`src/rtl/tpu_pkg.sv`:
```
// Shared TPU definitions: default buffer geometry and the writeback FSM state encoding.
package tpu_pkg;

    localparam int ROW_LEN_DEF = 8;
    localparam int ADDR_W_DEF  = 16;
    localparam int ELEM_W      = 32;

    typedef enum logic [1:0] {
        ST_IDLE    = 2'd0,
        ST_COLLECT = 2'd1,
        ST_WRITE   = 2'd2,
        ST_DONE    = 2'd3
    } wb_state_e;

endpackage

```
`src/rtl/writeback_unit_row_packer.sv`:
```
// Row assembly register: one slot per element, written by index, cleared as a whole,
// presented as a packed row with element 0 in the least significant bits.
module row_packer #(
    parameter  int ROW_LEN = 8,
    parameter  int ELEM_W  = 32,
    localparam int IDX_W   = $clog2(ROW_LEN)
) (
    input  logic                      clk,
    input  logic                      reset,
    input  logic                      clr,
    input  logic                      wr_en,
    input  logic [IDX_W-1:0]          wr_idx,
    input  logic [ELEM_W-1:0]         wr_data,
    output logic [ROW_LEN*ELEM_W-1:0] row
);

    logic [ELEM_W-1:0] slot_q [ROW_LEN];

    always_ff @(posedge clk or negedge reset) begin
        if (!reset) begin
            for (int i = 0; i < ROW_LEN; i++) slot_q[i] <= '0;
        end else if (clr) begin
            for (int i = 0; i < ROW_LEN; i++) slot_q[i] <= '0;
        end else if (wr_en) begin
            slot_q[wr_idx] <= wr_data;
        end
    end

    always_comb begin
        row = '0;
        for (int i = 0; i < ROW_LEN; i++) row[i*ELEM_W +: ELEM_W] = slot_q[i];
    end

endmodule

```
`src/rtl/writeback_unit.sv`:
```
// Collects activation elements into buffer rows and writes each full row to the buffer.
//   state      | meaning
//   ST_IDLE    | waiting for start; element input ignored
//   ST_COLLECT | accepting one element per in_valid cycle into the row packer
//   ST_WRITE   | row write request held until mem_ack
//   ST_DONE    | one-cycle done pulse, then back to idle
module writeback_unit
    import tpu_pkg::*;
#(
    parameter int ROW_LEN = ROW_LEN_DEF,
    parameter int ADDR_W  = ADDR_W_DEF
) (
    input  logic                      clk,
    input  logic                      reset,
    input  logic                      start,
    input  logic [ADDR_W-1:0]         base_addr,
    input  logic [7:0]                num_rows,
    input  logic                      in_valid,
    input  logic signed [31:0]        in,
    output logic                      in_ready,
    output logic                      mem_we,
    output logic [ADDR_W-1:0]         mem_addr,
    output logic [ROW_LEN*32-1:0]     mem_wdata,
    input  logic                      mem_ack,
    output logic                      busy,
    output logic                      done,
    output logic                      overrun
);

    localparam int IDX_W = $clog2(ROW_LEN);

    wb_state_e         state_q, state_d;
    logic [ADDR_W-1:0] base_q;
    logic [7:0]        rows_q;
    logic [7:0]        row_cnt;
    logic [IDX_W-1:0]  elem_cnt;
    logic              overrun_q;
    logic              start_ok, accept, row_full, last_row, drop;

    assign start_ok = (state_q == ST_IDLE) && start;
    assign accept   = (state_q == ST_COLLECT) && in_valid;
    assign row_full = (elem_cnt == IDX_W'(ROW_LEN - 1));
    assign last_row = (row_cnt == rows_q - 8'd1);
    assign drop     = in_valid && ((state_q == ST_WRITE) || (state_q == ST_DONE));

    always_comb begin
        state_d  = state_q;
        in_ready = 1'b0;
        mem_we   = 1'b0;
        busy     = 1'b1;
        done     = 1'b0;
        case (state_q)
            ST_IDLE: begin
                busy = 1'b0;
                if (start) state_d = (num_rows == 8'd0) ? ST_DONE : ST_COLLECT;
            end
            ST_COLLECT: begin
                in_ready = 1'b1;
                if (accept && row_full) state_d = ST_WRITE;
            end
            ST_WRITE: begin
                mem_we = 1'b1;
                if (mem_ack) state_d = last_row ? ST_DONE : ST_COLLECT;
            end
            ST_DONE: begin
                done    = 1'b1;
                state_d = ST_IDLE;
            end
            default: state_d = ST_IDLE;
        endcase
    end

    always_ff @(posedge clk or negedge reset) begin
        if (!reset) begin
            state_q   <= ST_IDLE;
            base_q    <= '0;
            rows_q    <= '0;
            row_cnt   <= '0;
            elem_cnt  <= '0;
            overrun_q <= 1'b0;
        end else begin
            state_q <= state_d;
            if (start_ok) begin
                base_q    <= base_addr;
                rows_q    <= num_rows;
                row_cnt   <= '0;
                elem_cnt  <= '0;
                overrun_q <= 1'b0;
            end else begin
                if (accept) elem_cnt <= row_full ? '0 : elem_cnt + 1'b1;
                if ((state_q == ST_WRITE) && mem_ack && !last_row) row_cnt <= row_cnt + 8'd1;
                if (drop) overrun_q <= 1'b1;
            end
        end
    end

    // Row address wraps naturally at the buffer address width.
    assign mem_addr = base_q + ADDR_W'(row_cnt);
    assign overrun  = overrun_q;

    row_packer #(
        .ROW_LEN (ROW_LEN),
        .ELEM_W  (ELEM_W)
    ) u_row_packer (
        .clk     (clk),
        .reset   (reset),
        .clr     (start_ok),
        .wr_en   (accept),
        .wr_idx  (elem_cnt),
        .wr_data (in),
        .row     (mem_wdata)
    );

endmodule

```
`config.mk`:
```
export PLATFORM = sky130hd
export DESIGN_NAME = writeback_unit
export DESIGN_NICKNAME = d
export VERILOG_FILES = /design/src/rtl/tpu_pkg.sv /design/src/rtl/writeback_unit_row_packer.sv /design/src/rtl/writeback_unit.sv
export SDC_FILE = /design/constraint.sdc
export NUM_CORES = 1
export LEC_CHECK = 0
export BUFFER_PORTS_ARGS = -buffer_cell sky130_fd_sc_hd__buf_2
export CAP_MARGIN = 20
export CELL_PAD_IN_SITES_DETAIL_PLACEMENT = 1
export CELL_PAD_IN_SITES_GLOBAL_PLACEMENT = 1
export CORE_MARGIN = 1
export CORE_UTILIZATION = 35
export DETAILED_ROUTE_END_ITERATION = 8
export PLACE_DENSITY_LB_ADDON = 0.05
export SYNTH_ARGS = -nofsm -noshare
export SYNTH_HDL_FRONTEND = slang
export SYNTH_SLANG_ARGS = --single-unit
```
`constraint.sdc`:
```
create_clock -name clk -period 2.4 [get_ports clk]
set_clock_uncertainty 0.15 [all_clocks]
set_input_delay 0.12 -clock clk [delete_from_list [all_inputs] [get_ports clk]]
set_output_delay 0.12 -clock clk [all_outputs]
set_load 0.05 [all_outputs]
```
; ---- After elaboration in Yosys (flattened, before gate mapping)
; Cells that the tools add are included.
[word_totals]
ff_bits = 294
word_cells = 66
output_inout_bits = 277
input_bits = 61
[classes]
n_eq_ne = 8
mux = 22
n_bitwise = 1
addsub = 4
magnitude_cmp = 2
reduce_logical = 15
[ops]
columns = cell, count
row1 = $mux 256, 2
row2 = $bwmux 256, 1
row3 = $demux 32 s3, 1
row4 = $mux 32, 1
row5 = $add 16x8->16, 1
row6 = $mux 8, 2
row7 = $mux 2, 5
row8 = $mux 3, 3
row9 = $add 8x1->8 const B, 1
row10 = $eq 8x8->1, 1
row11 = $logic_not 8->1, 1
row12 = $pmux 2 s4, 1
row13 = $sub 8x1->8 const B, 1
row14 = $logic_and 1x1->1, 7
row15 = $mux 1, 6
row16 = $reduce_bool 2->1, 3
row17 = $eq 2x2->1 const B, 2
row18 = $ge 4x4->1 const B, 1
row19 = $lt 4x1->1 const B, 1
row20 = $ne 2x2->1 const B, 2
row21 = $not 3->4, 1
row22 = $add 3x1->3 const B, 1
row23 = $eq 3x3->1 const B, 1
row24 = $reduce_and 3->1, 1
row25 = other kinds (5), 5

; ---- Logic depth before layout (Yosys ltp)
; Gate-level depths: netlist of run 1.
[logic_depth]
word_depth = 8
depth_mapped = 10
depth_no_buf = 10

; ---- By module
; Synthesis of run 1 repeated with hierarchy kept, for this count alone.
[unflattened]
cells_unflattened = 1180
hier_area_um2 = 13691.9
[by_module_without_submodules]
columns = module, area_per_inst_um2, seq_area_each_um2, cells_per_inst, instances
row1 = row_packer, 11314.6, 6406.1, 907, 1
row2 = writeback_unit, 2377.3, 950.9, 273, 1

; ---- Least setup slack after synthesis of run 1
; No wires, ideal clock.
[synth_path]
kind = flip-flop to output port
startpoint = register row_cnt[1]
endpoint = output mem_addr[11]
n_path_buf = 0
t_required_ps = 2130
path_stages_with_launch = 9
slack_ps = -580
t_arrival_ps = 2710
path_cell_list = dfrtp_1 > ha_1 > a21o_1 > a21oi_1 > o21ai_1 > o41ai_1 > a2bb2oi_1 > nor2_1 > xor2_1
[synth_via]
elab_chain_cells = 1
[synth_rtl]
columns = item, line
row1 = start: declaration, writeback_unit.sv:35  ; logic [7:0] row_cnt;
row2 = start signal: assignment, writeback_unit.sv:91  ; if ((state_q == ST_WRITE) && mem_ack && !last_row) row_cnt <= row_cnt + 8'd1;
row3 = $add 16x8->16, writeback_unit.sv:98  ; assign mem_addr = base_q + ADDR_W'(row_cnt);
row4 = end: declaration, writeback_unit.sv:22  ; output logic [ADDR_W-1:0] mem_addr,
; Every way passes these cells.

; ---- Final worst setup path of run 1
[layout_path]
startpoint = register row_cnt[0]
endpoint = output mem_addr[8]
; The elaborated chain is that of the path after synthesis.

==> metrics.md, run 1 <==
| Metric | Value |
|---|---|
| Status | finished, violations left |
| Failing checks | negative setup slack |
| Initial cell density of the core | 35.49% |
| Worst Hold Class | input pin to async pin |
| P_int | 13.88 mW |
| Sw Ratio | 50.99% |
| Setup ws final | -0.6465 ns |
| Post-layout nets | 1,898 |
| Final setup vio count | 12 |
| Yosys warnings | 0 |
| Vias per inst | 4.971 |
| Total grt overflow | 0 |
| Setup TNS Final | -5.318 ns |
| Ys flop type | dfrtp_1 |
| Multi-input gate area | 5064 um2 |
| Worst setup SP type | register |
| Clock tree buffer depth | 3 |
| DR pass1 iterations | 6 |
| Post-layout util | 49.05% |
| Pins Over Slew Limit | 0 |
| Vias | 11,450 |
| Yosys top cell area share | 58.43% |
| Place WS | -0.3273 ns |
| Final HPWL DP | 30,650 um |
| Worst VDD drop | 0.8544 mV |
| Die W | 191.7 um |
| Critical Path End Type | output port |
| Crit path buf inv count | 3 |
| CTS tree | yes |
| First-pass GRT wire length | 70,620 um |
| FP Rows | 69 |
| Worst EP required | 2.13 ns |
| Total clock sinks | 294 |
| Slew HR | 59.83% |
| Synth async-reset ratio | 100.0% |
| Syn avg cell area | 8.849 um2 |
| Crit path max-delay cell type | dfrtp_1 |
| H-Tree Level Count | 2 |
| Data arrival, critical path | 2.78 ns |
| Worst-margin pin slew | 0.6026 ns |
| Area contributors post-synth | dfrtp_1, nand2_1, a21oi_1 |
| Core area | 35,480 um2 |
| Finished Layout Cells | 2,304 |
| Global-route usage over all layers | 25.25% |
| DR WL/cell | 20.32 um |
| Post-synth top cells | nand2_1, dfrtp_1, a21oi_1, clkbuf_1, buf_4 |
| Power Dens Cells | 1628 nW/um2 |
| Clock Latency Late Sink | 0.50 ns |
| Vias in the first global route | 11,870 |
| Iter 0 DRT Violations | 542 |
| CP max FO | 4 |
| Port bufs | 337 |
| Layout area overhead | 38.22% |
| Most used cell, CP | o21ai_2 |
| Ant. Diodes | 0 |
| Comb power frac | 52.0% |
| Slowest stage delay, CP | 0.39 ns |
| Max Clk Rate | 328.3 MHz |
| Sequential area share after synthesis | 58.43% |
| Yosys reg bits | 294 |
| Reg power frac | 29.7% |
| Die Area | 36,740 um2 |
| Clock power share | 18.3% |
| Post-synthesis net count | 1,497 |
| Most frequent cell after synthesis | nand2_1 |
| Final GP Congestion | 0.7625 |
| Root Buffer | clkbuf_16 |
| CP delay by family, top | compound AO/OA/AOI/OAI gates |
| Cell variety after synth | 52 |
| Fillers | 4,139 |
| Final WL | 46,810 um |
| Io pins | 338 |
| EDFF count, synth | 0 |
| Leak | 8.592 nW |
| Share of cells above drive strength 1 | 28.81% |
| DIE HEIGHT | 191.7 um |
| CTS clk-pin slew, worst paths | 0.06 ns |
| Pin count of the biggest net entering global routing | 94 |
| Antenna violations before repair | 0 |
| Placed insts | 2,170 |
| Register area | 7358 um2 |
| Total CTS buffers | 35 |
| Mapped Area | 12,590 um2 |
| Antenna Nets Post-Route | 0 |
| RSZ-0062 raised after global routing | yes |
| Drt drc | 0 |
| Tcrit/Tclk final | 126.9% |
| Most area-hungry cell type in the Yosys netlist | dfrtp_1 |
| Fin Hold WS | 0.04892 ns |
| Crit path cell chain | ha_4, inv_2, fa_2, nor2b_2, o21ai_2, a21oi_2, o21ai_2, a21oi_4, buf_6, xor2_4, buf_8 |
| Worst setup path category | register to output port |
| Final Hold Viols | 0 |
| Synthesized instance count | 1,423 |
| Tmin final | 3.046 ns |
| Max-Cap Viols | 0 |
| Sw Pwr | 14.44 mW |
layout by cell type (no fill, tap or decap), types with 4 or more instances in the layout:
cell	n
clkbuf_16	35
ha_1	9
buf_6	19
inv_1	11
a21oi_1	262
xor2_4	5
xor2_1	4
xnor2_2	5
buf_12	15
clkbuf_8	8
nand2_1	598
dlygate4sd3_1	63
clkbuf_1	9
nor2_4	5
and3_1	5
xnor2_1	6
o21ai_1	4
nand4_1	4
nor2_1	8
dfrtp_1	293
buf_4	60
buf_2	322
stage by stage:
step	instance area [um2]	power, mW
2_1_floorplan	12770	18.58
3_3_place_gp	15230	22.42
3_5_place_dp	15230	22.69
4_1_cts	17250	28.34
5_1_grt	17400	29.85
6_report	17400	28.33
sequential cells by signal, summed over array words and instances, names as in the netlist:
name,flops
u_row_packer.row,256
base_q,16
row_cnt,8
rows_q,8
elem_cnt,3
state_q,2
overrun,1
final cells by class:
type | instances | share of cell area [%]
multi-input cells | 996 | 29.09
clock inverters | 4 | 0.4242
well taps | 461 | 3.314
flip-flops and latches | 294 | 42.28
inverters | 14 | 0.3019
clock buffers | 52 | 5.859
repair buffers | 483 | 18.73
cell families (layout without fill, tap and decap cells):
group	count (synthesis)	after routing	share of synthesized area, %
xor+xnor	23	23	1.749
compound gates	295	295	12.35
buf+inv	133	553	4.948
mux	3	3	0.2385
simple gates	662	662	20.94
flops	294	294	58.43
fa+ha+maj	13	13	1.351
power by group through the flow:
stage               clock (mW)  combinational, mW  sequential [mW]
floorplan                    0               4.20             14.4
global placement             0               14.0             8.37
detailed placement           0               14.2             8.45
CTS                       5.31               14.6             8.40
global route              5.50               15.7             8.68
finish                    5.18               14.7             8.42
metal layers:
layer | GRT usage, % | part of all wire [%] | vias to the layer above
met2 | 41.92 | 48 | 286
li1 | - | - | 5376
met5 | 0 | 0 | -
met3 | 6.834 | 7.3 | 49
met1 | 32.80 | 43 | 5743
met4 | 5.464 | 1.9 | 0
worst paths after layout:
kind / start / end / slack, ns / depth (start not counted)
min: reset / u_row_packer.row[21]$_DFFE_PN0P_ / 0.05 / 2
max: row_cnt[0]$_DFFE_PN0P_ / mem_addr[8] / -0.65 / 11
min in group clk: base_addr[0] / base_q[0]$_DFFE_PN0P_ / 0.21 / 4
max reg2reg: rows_q[0]$_DFFE_PN0P_ / row_cnt[6]$_DFFE_PN0P_ / 0.06 / 9
max in group asynchronous: reset / u_row_packer.row[129]$_DFFE_PN0P_ / 1.24 / 3
min reg2reg: base_q[5]$_DFFE_PN0P_ / base_q[5]$_DFFE_PN0P_ / 0.33 / 2
repair_timing:
item	4_1_cts	5_1_grt
setup endpoints to repair	16	21
hold buffers	63	0
hold endpoints to repair	578	0
resized for setup	58	20
cloned	0	0
setup buffers	7	10
pin swaps	16	24
(Power assumes the default switching activity.)
==> inputs of run 2 (changes only) <==
--- a/config.mk
+++ b/config.mk
@@ -12,6 +12,7 @@
 export CORE_MARGIN = 1
 export CORE_UTILIZATION = 35
 export DETAILED_ROUTE_END_ITERATION = 8
+export GPL_TIMING_DRIVEN = 0
 export PLACE_DENSITY_LB_ADDON = 0.05
 export SYNTH_ARGS = -nofsm -noshare
 export SYNTH_HDL_FRONTEND = slang
==> run 2 against run 1 <==
The run still ends with negative setup slack left; power grew 0.17%; first-iteration DRC count down 13%; sequential power down 2%; die area is the same; cell count is 1.9% higher; register-to-register slack got worse by 0.02 ns; design area up 0.32%; critical path depth rose by 1; count of clock-buffer cells in the layout up 1.
==> metrics.md, run 2 (same netlist as run 1, synthesis figures left out) <==
| Metric | Value |
|---|---|
| Total CTS buffers | 36 (was 35) |
| Pin count of the biggest net entering global routing | 95 (was 94) |
| Comb power frac | 52.6% (was 52.0%) |
| Tcrit/Tclk final | 123.9% (was 126.9%) |
| Layout area overhead | 38.66% (was 38.22%) |
| Setup ws final | -0.5742 ns (was -0.6465 ns) |
| Clock power share | 18.3% (about the same) |
| Vias in the first global route | 12,190 (was 11,870) |
| Final GP Congestion | 0.7903 (was 0.7625) |
| H-Tree Level Count | 2 (unchanged) |
| Vias per inst | 5.002 (was 4.971) |
| Post-layout nets | 1,941 (was 1,898) |
| Leak | 8.710 nW (was 8.592 nW) |
| Crit path buf inv count | 3 (unchanged) |
| Final WL | 49,530 um (was 46,810 um) |
| Final Hold Viols | 0 (unchanged) |
| P_int | 13.74 mW (was 13.88 mW) |
| Finished Layout Cells | 2,347 (was 2,304) |
| Max-Cap Viols | 0 (unchanged) |
| Iter 0 DRT Violations | 474 (was 542) |
| CP delay by family, top | compound AO/OA/AOI/OAI gates (unchanged) |
| Drt drc | 0 (unchanged) |
| Reg power frac | 29.1% (was 29.7%) |
| RSZ-0062 raised after global routing | yes (unchanged) |
| Slowest stage delay, CP | 0.39 ns (about the same) |
| Data arrival, critical path | 2.70 ns (was 2.78 ns) |
| Tmin final | 2.974 ns (was 3.046 ns) |
| Power Dens Cells | 1625 nW/um2 (was 1628 nW/um2) |
| DR WL/cell | 21.10 um (was 20.32 um) |
| Final setup vio count | 12 (unchanged) |
| Failing checks | negative setup slack (unchanged) |
| Share of cells above drive strength 1 | 29.43% (was 28.81%) |
| First-pass GRT wire length | 73,670 um (was 70,620 um) |
| Clock Latency Late Sink | 0.52 ns (was 0.50 ns) |
| Io pins | 338 (unchanged) |
| Post-layout util | 49.21% (was 49.05%) |
| Worst setup SP type | register (unchanged) |
| Commonest cells after routing, fill and taps aside | nand2_1, buf_2, dfrtp_1 (unchanged) |
| Final instance area | 17,460 um2 (was 17,400 um2) |
| Vias | 11,740 (was 11,450) |
| Port bufs | 305 (was 337) |
| Die W | 191.7 um (unchanged) |
| DIE HEIGHT | 191.7 um (unchanged) |
| Die Area | 36,740 um2 (unchanged) |
| Total grt overflow | 0 (unchanged) |
| Clock tree buffer depth | 3 (unchanged) |
| Worst setup path category | register to output port (unchanged) |
| Pins Over Slew Limit | 0 (unchanged) |
| Root Buffer | clkbuf_16 (unchanged) |
| Initial cell density of the core | 35.49% (unchanged) |
| Setup TNS Final | -5.211 ns (was -5.318 ns) |
| Worst EP required | 2.13 ns (about the same) |
| Worst VDD drop | 1.014 mV (was 0.8544 mV) |
| CP max FO | 2 (was 4) |
| Global-route usage over all layers | 26.72% (was 25.25%) |
| Antenna violations before repair | 0 (unchanged) |
| Crit path max-delay cell type | dfrtp_2 (was dfrtp_1) |
| CTS clk-pin slew, worst paths | 0.05 ns (was 0.06 ns) |
| Total clock sinks | 294 (unchanged) |
| Worst Hold Class | input pin to register (was input pin to async pin) |
| DR pass1 iterations | 5 (was 6) |
| Most common cell after layout, fill and taps aside | nand2_1 (unchanged) |
| Status | finished, violations left (unchanged) |
| Ant. Diodes | 0 (unchanged) |
| Placed insts | 2,192 (was 2,170) |
| CTS tree | yes (unchanged) |
| Antenna Nets Post-Route | 0 (unchanged) |
| Critical Path End Type | output port (unchanged) |
| Largest register FFs | 256 (unchanged) |
| Sw Ratio | 51.57% (was 50.99%) |
| Worst-margin pin slew | 0.7254 ns (was 0.6026 ns) |
| Core area | 35,480 um2 (unchanged) |
| Max Clk Rate | 336.2 MHz (was 328.3 MHz) |
| Crit path cell chain | ha_4, inv_2, fa_2, nor2b_2, o21ai_2, a21oi_2, o21ai_2, a21oi_4, buf_4, nand3_4, xnor2_4, buf_6 (was ha_4, inv_2, fa_2, nor2b_2, o21ai_2, a21oi_2, o21ai_2, a21oi_4, buf_6, xor2_4, buf_8) |
| Cell Area, Placed | 14,990 um2 (was 15,230 um2) |
| Final HPWL DP | 33,890 um (was 30,650 um) |
| Slew HR | 51.64% (was 59.83%) |
| Sw Pwr | 14.63 mW (was 14.44 mW) |
| FP Rows | 69 (unchanged) |
| Most used cell, CP | o21ai_2 (unchanged) |
run 2: cell types whose count changed in the layout (fill, tap and decap cells not counted), sizes merged:
cell         before  now
inv              15   14
clkbuf           53  132
dlygate4sd3      63   62
a21oi           266  267
bufinv            2    0
clkinv            1    4
buf             419  383
run 2: final cells by class:
cell class	count	area (um2)
fill	4174	18020
sequential	294	7362
multi-input combinational	997	5080
timing repair buffer	410	2658
clock buffer	53	1076
buffer	114	631.9
tap	461	576.8
inverter	14	52.55
clock inverter	4	23.77
run 2: final timing paths:
path,cells past startpoint,startpoint,endpoint,slack (ns)
worst min register to register,2,base_q[7]$_DFFE_PN0P_,base_q[7]$_DFFE_PN0P_,0.34
worst max-delay path,12,row_cnt[0]$_DFFE_PN0P_,mem_addr[14],-0.57
worst min-delay path,4,base_addr[0],base_q[0]$_DFFE_PN0P_,0.19
worst max register to register,7,rows_q[0]$_DFFE_PN0P_,row_cnt[6]$_DFFE_PN0P_,0.04
min in group asynchronous,4,reset,base_q[13]$_DFFE_PN0P_,0.56
max in group asynchronous,6,reset,row_cnt[4]$_DFFE_PN0P_,0.35
run 2: repair_timing:
| item | in CTS | in global routing |
|---|---|---|
| setup buffers | 25 | 15 |
| resized for setup | 97 | 64 |
| gates cloned | 0 | 2 |
| pin swaps | 20 | 22 |
| setup endpoints to repair | 269 | 288 |
| hold endpoints to repair | 406 | 0 |
| hold buffers | 63 | 0 |
run 2: worst min-delay path, cell delays in order:
cell and delay, ns:
dlygate4sd3_1 0.52, buf_2 0.10, nand2_1 0.04, nand2_1 0.05
run 2: routing by layer:
metal / track usage, % / vias up / share of wire (%)
met3: 6.304 / 74 / 6.3
met5: 0 / - / 0
li1: - / 5460 / -
met1: 34.85 / 5882 / 43
met2: 43.63 / 323 / 48
met4: 8.547 / 0 / 2.8
run 2: power by group through the flow:
stage                     logic, mW  registers, mW  clock network (mW)
final                          14.9           8.26                5.19
after global routing           15.8           8.51                5.47
after CTS                      14.8           8.25                5.30
after detailed placement       14.2           8.28                   0
after global placement         14.0           8.19                   0
after floorplan                4.20           14.4                   0
run 2: metrics by stage:
stage	setup slack [ns]	power, mW	hold slack [ns]
4_1_cts	-0.6153	28.31	0.1621
3_5_place_dp	-0.6055	22.50	-0.1501
3_3_place_gp	-4.999	22.18	0.1629
2_1_floorplan	-0.2104	18.58	-0.3256
6_report	-0.5742	28.37	0.1917
5_1_grt	-0.6744	29.82	0.2116
